File: config.mk
export PLATFORM = sky130hd
export DESIGN_NAME = regfile_sb
export DESIGN_NICKNAME = d
export VERILOG_FILES = /design/src/rtl/regfile_pkg.sv /design/src/rtl/regfile_clr_fsm.sv /design/src/rtl/regfile_sb.sv
export SDC_FILE = /design/constraint.sdc
export NUM_CORES = 2
export LEC_CHECK = 0
export CAP_MARGIN = 15
export CORE_AREA = 2 2 412 332
export CTS_CLUSTER_SIZE = 24
export DETAILED_ROUTE_END_ITERATION = 6
export DIE_AREA = 0 0 414 334
export DONT_BUFFER_PORTS = 1
export PLACE_DENSITY = 0.67
export SYNTH_ARGS = -nofsm -noshare
export SYNTH_HDL_FRONTEND = slang
export SYNTH_SLANG_ARGS = --single-unit
export TNS_END_PERCENT = 30
File: constraint.sdc
create_clock -name i_clk -period 45.4 [get_ports i_clk]
set_input_delay 4.54 -clock i_clk [delete_from_list [all_inputs] [get_ports i_clk]]
set_output_delay 4.54 -clock i_clk [all_outputs]
set_load 0.005 [all_outputs]
File: src/rtl/regfile_pkg.sv
// regfile_pkg: shared state encoding and default sizing for the scoreboarded register file.
package regfile_pkg;
   typedef enum logic {IDLE, CLEAR} state_e;
   localparam int XLEN_DEF = 32;
   localparam int NREG_DEF = 32;
   localparam int NRP_DEF  = 2;
endpackage

File: src/rtl/regfile_clr_fsm.sv
// regfile_clr_fsm: sequential clear sequencer, walks registers 1..NREG-1 one per cycle.
module regfile_clr_fsm
   import regfile_pkg::*;
#(
   parameter int NREG = NREG_DEF,
   parameter int AW   = $clog2(NREG)
) (
   input  logic          i_clk,
   input  logic          i_rst,
   input  logic          i_clr,
   output state_e        o_state,
   output logic [AW-1:0] o_idx,
   output logic          o_clr_stb
);
   state_e        state_q, state_d;
   logic [AW-1:0] idx_q, idx_d;
   logic          last;
   assign last = idx_q == AW'(NREG - 1);
   always_ff @(posedge i_clk or posedge i_rst) begin
      if (i_rst) begin
         state_q <= IDLE;
         idx_q   <= AW'(1);
      end else begin
         state_q <= state_d;
         idx_q   <= idx_d;
      end
   end
   always_comb begin
      state_d = state_q;
      idx_d   = idx_q;
      if (state_q == IDLE) begin
         state_d = i_clr ? CLEAR : IDLE;
      end else begin
         state_d = last ? IDLE : CLEAR;
         idx_d   = last ? AW'(1) : idx_q + AW'(1);
      end
   end
   assign o_state   = state_q;
   assign o_idx     = idx_q;
   assign o_clr_stb = state_q == CLEAR;
endmodule

File: src/rtl/regfile_sb.sv
// regfile_sb: multi-port register file with per-register busy scoreboard,
// write-to-read bypass and a sequential clear mode.
module regfile_sb
   import regfile_pkg::*;
#(
   parameter int XLEN = XLEN_DEF,
   parameter int NREG = NREG_DEF,
   parameter int NRP  = NRP_DEF,
   parameter int AW   = $clog2(NREG)
) (
   input  logic              i_clk,
   input  logic              i_rst,
   input  logic [NRP*AW-1:0] i_rs_addr,
   output logic [NRP*XLEN-1:0] o_rs_data,
   output logic [NRP-1:0]    o_rs_busy,
   input  logic              i_wr_en,
   input  logic [AW-1:0]     i_wr_addr,
   input  logic [XLEN-1:0]   i_wr_data,
   input  logic              i_iss_en,
   input  logic [AW-1:0]     i_iss_rd,
   input  logic              i_clr,
   output logic              o_ready
);
   logic [XLEN-1:0] rf_q [NREG];
   logic [XLEN-1:0] rf_d [NREG];
   logic [NREG-1:0] busy_q, busy_d;
   state_e          state;
   logic [AW-1:0]   clr_idx;
   logic            clr_stb, idle, wr_ok, iss_ok;

   regfile_clr_fsm #(.NREG(NREG), .AW(AW)) u_clr_fsm (
      .i_clk    (i_clk),
      .i_rst    (i_rst),
      .i_clr    (i_clr),
      .o_state  (state),
      .o_idx    (clr_idx),
      .o_clr_stb(clr_stb)
   );

   assign idle    = state == IDLE;
   assign o_ready = idle;
   assign wr_ok   = idle && i_wr_en && i_wr_addr != '0;
   assign iss_ok  = idle && i_iss_en && i_iss_rd != '0;

   // Issue is applied after writeback so a same-cycle issue keeps the bit set.
   always_comb begin
      rf_d   = rf_q;
      busy_d = busy_q;
      if (clr_stb) begin
         rf_d[clr_idx]   = '0;
         busy_d[clr_idx] = 1'b0;
      end
      if (wr_ok) begin
         rf_d[i_wr_addr]   = i_wr_data;
         busy_d[i_wr_addr] = 1'b0;
      end
      if (iss_ok) busy_d[i_iss_rd] = 1'b1;
   end

   always_ff @(posedge i_clk or posedge i_rst) begin
      if (i_rst) begin
         for (int r = 0; r < NREG; r++) rf_q[r] <= '0;
         busy_q <= '0;
      end else begin
         rf_q   <= rf_d;
         busy_q <= busy_d;
      end
   end

   for (genvar k = 0; k < NRP; k++) begin : g_rd
      logic [AW-1:0] ra;
      logic          byp;
      assign ra  = i_rs_addr[k*AW +: AW];
      assign byp = wr_ok && i_wr_addr == ra;
      assign o_rs_data[k*XLEN +: XLEN] = ra == '0 ? '0 : byp ? i_wr_data : rf_q[ra];
      assign o_rs_busy[k] = ra != '0 && (!idle || (busy_q[ra] && !byp));
   end
endmodule
==> flow_summary_export.csv <==
group,metric,value,unit
layout,syn_to_final_growth,6.763,%
logic_synthesis,yosysMostFrequentCell,"nand2_1",
drt,drtIter0Drc,9063,
sta,setup_viol,0,
drt,drc,7,
layout,nFillCells,12250,
layout,drive_gt1_share,14.39,%
placed_design,place_inst,7445,
cts,cts_made_buffers,105,
cts,post_cts_buffers,0,
logic_synthesis,yosys.cell_types.count,65,
power,report.power.total,2320,uW
drt,viasPerCell,6.876,
cts,clock_path_buffers,3,
placed_design,gp_congestion,0.9181,
global_routing,grt_max_degree,358,
global_routing,grt_usage,34.89,%
logic_synthesis,synth_top_area_share,44.17,%
floorplan,dieWidth,414,um
cts,hold_buffers,0,
power,p_leak,0.02716,uW
critical_path,crit_type,"in2out",
cts,htreeDepth,3,
drt,routedWlPerCell,32.14,um
critical_path,arrival,8220,ps
cts,cts_tree,"built",
status,violations,"DRC, slew limit",
layout,final_net_count,5833,
placed_design,port_buffers,0,
global_routing,grt_pass1_vias,50920,
cts,cts_root_buf,"clkbuf_16",
logic_synthesis,syn_area,60100,um2
power,ir_drop,0.02987,mV
cts,clock_latency,740,ps
global_routing,antenna_found_initial,6,
sta,worst_slew_pin_slew,1729,ps
drt,antenna_left,0,
critical_path,end_kind,"primary output",
global_routing,grt_pass1_wl,354000,um
status,outcome,"complete, but fails checks",
cts,clock_sinks,1062,
cts,path_clk_slew,70,ps
placed_design,hpwl,131000,um
logic_synthesis,synthFlopType,"dfrtp_1",
sta,hold_viol,0,
logic_synthesis,synth_area_per_cell,9.665,um2
floorplan,top_level_ports,124,
power,p_per_area,36.15,nW/um2
logic_synthesis,synth.largest_area_cell,"dfrtp_1",
critical_path,cp-start-kind,"input pin",
floorplan,start_util,44.61,%
floorplan,core-area,134700,um2
sta,rsz0062_at_grt,"no",
drt,totalWireLength,245800,um
logic_synthesis,async_flop_share,100.0,%
floorplan,fp.dieArea,138300,um2
drt,firstDrtPassIters,7,
sta,finalMaxSlewViolations,129,
sta,fin_crit,12760,ps
critical_path,cp_max_fo,357,
logic_synthesis,synth_seq_cells,1062,
layout,finalNonFillerCells,7650,
drt,num_vias,52600,
logic_synthesis,synth_edf_count,0,
cts,cts-resized-gates,0,
logic_synthesis,yosys-top-cells-count,"nand2_1, dfrtp_1, o21ai_0, clkbuf_1, mux4_2",
logic_synthesis,synth_fp_nets,6281,
logic_synthesis,yosysWarnings,0,
floorplan,die_y,334,um
min_path,hold_class,"reg2reg",
sta,clock_skew,32.49,ps
logic_synthesis,synth-seq-area-share,44.22,%
sta,period_share,28.12,%
placed_design,dpl_worst_slack,33300,ps
critical_path,critPathRequiredTime,40860,ps
sta,maxSlewHeadroom,-15.24,%
sta,tns,0,ps
job,drv_cap,0,
sta,fmax,78.34,MHz
floorplan,rows,121,
logic_synthesis,synth_area_leaders,"dfrtp_1, mux4_2, nand2_1, o21ai_0, mux2i_1",
global_routing,overflow,0,
logic_synthesis,syn-instance-count,6219,
sta,fin_ws,32640,ps
## per-layer routing
metal  vias up  routed length [um]  GRT usage [%]
met1     25900               89170          46.43
li1      21060                   -              -
met3       956               42230          15.36
met5         -                  10              0
met4         2               14640          17.04
met2      4691               99780          48.38
## per-stage QoR
step	util (%)	hold slack (ps)	area [um2]
2_1_floorplan	-	466.6	60100
3_3_place_gp	44.90	481.8	60500
3_5_place_dp	44.90	491.4	60500
4_1_cts	47.59	511.4	64120
5_1_grt	47.61	521.2	64140
6_report	47.62	513.4	64170
## area by class of cell
type | instances | area, um2 | area share, %
Multi-Input combinational cell | 4485 | 30880 | 48.13
Sequential cell | 1062 | 26580 | 41.42
Clock buffer | 148 | 3052 | 4.756
Tap cell | 1783 | 2231 | 3.477
Timing Repair Buffer | 95 | 733.2 | 1.143
Clock inverter | 45 | 573.1 | 0.8930
Inverter | 22 | 93.84 | 0.1462
Antenna cell | 10 | 25.02 | 0.03900
## path summary, 6_finish.rpt
check / from / to / slack [ps] / cells past startpoint
max: i_rs_addr[0] / o_rs_data[10] / 32640 / 4
min: rf_q[1015] / rf_q[1015] / 510 / 1
max reg2reg: u_clr_fsm.o_clr_stb / rf_q[926] / 41340 / 6
min reg2reg: rf_q[1015] / rf_q[1015] / 510 / 1
max in group asynchronous: i_rst / rf_q[790] / 37480 / 5
min in group asynchronous: i_rst / busy_q[28] / 3810 / 1
## state kept, by name (all words and copies together) (netlist names)
signal / count
rf_q: 1024
u_clr_fsm.o_idx: 5
u_clr_fsm.o_clr_stb: 1
busy_q: 32
## cells in the final DEF (no fill, tap or decap), drive strengths merged, types with 30 or more instances in the layout
master / instances
mux4: 455
mux2i: 243
clkbuf: 148
nor2: 78
nand2: 1970
o22ai: 33
a21oi: 41
nand3: 352
o21ai: 866
a221oi: 84
and2: 41
o211ai: 30
clkinv: 30
dfrtp: 1061
buf: 95
## kinds of logic (layout without fill, tap and decap cells)
logic type,Yosys count,count (layout),synth area share (%)
and+or+nand+nor,2535,2535,17.11
buffers and inverters,672,310,5.144
muxes,720,720,21.51
AOI/OAI and AO/OA,1215,1215,11.77
DFF,1062,1062,44.22
other,0,10,0
xor gates and xnor gates,10,10,0.1457
adders and majority gates,5,5,0.1041
## critical path: stages
cell and delay [ps]:
or4_1 860, nand2b_1 770, nand2_1 1070, o22ai_1 360
## where the power goes
part	internal [uW]	total (uW)	switching, uW
Clock	537	943	407
Combinational	106	339	233
Sequential	996	1040	42.0
(Power assumes the default switching activity.)
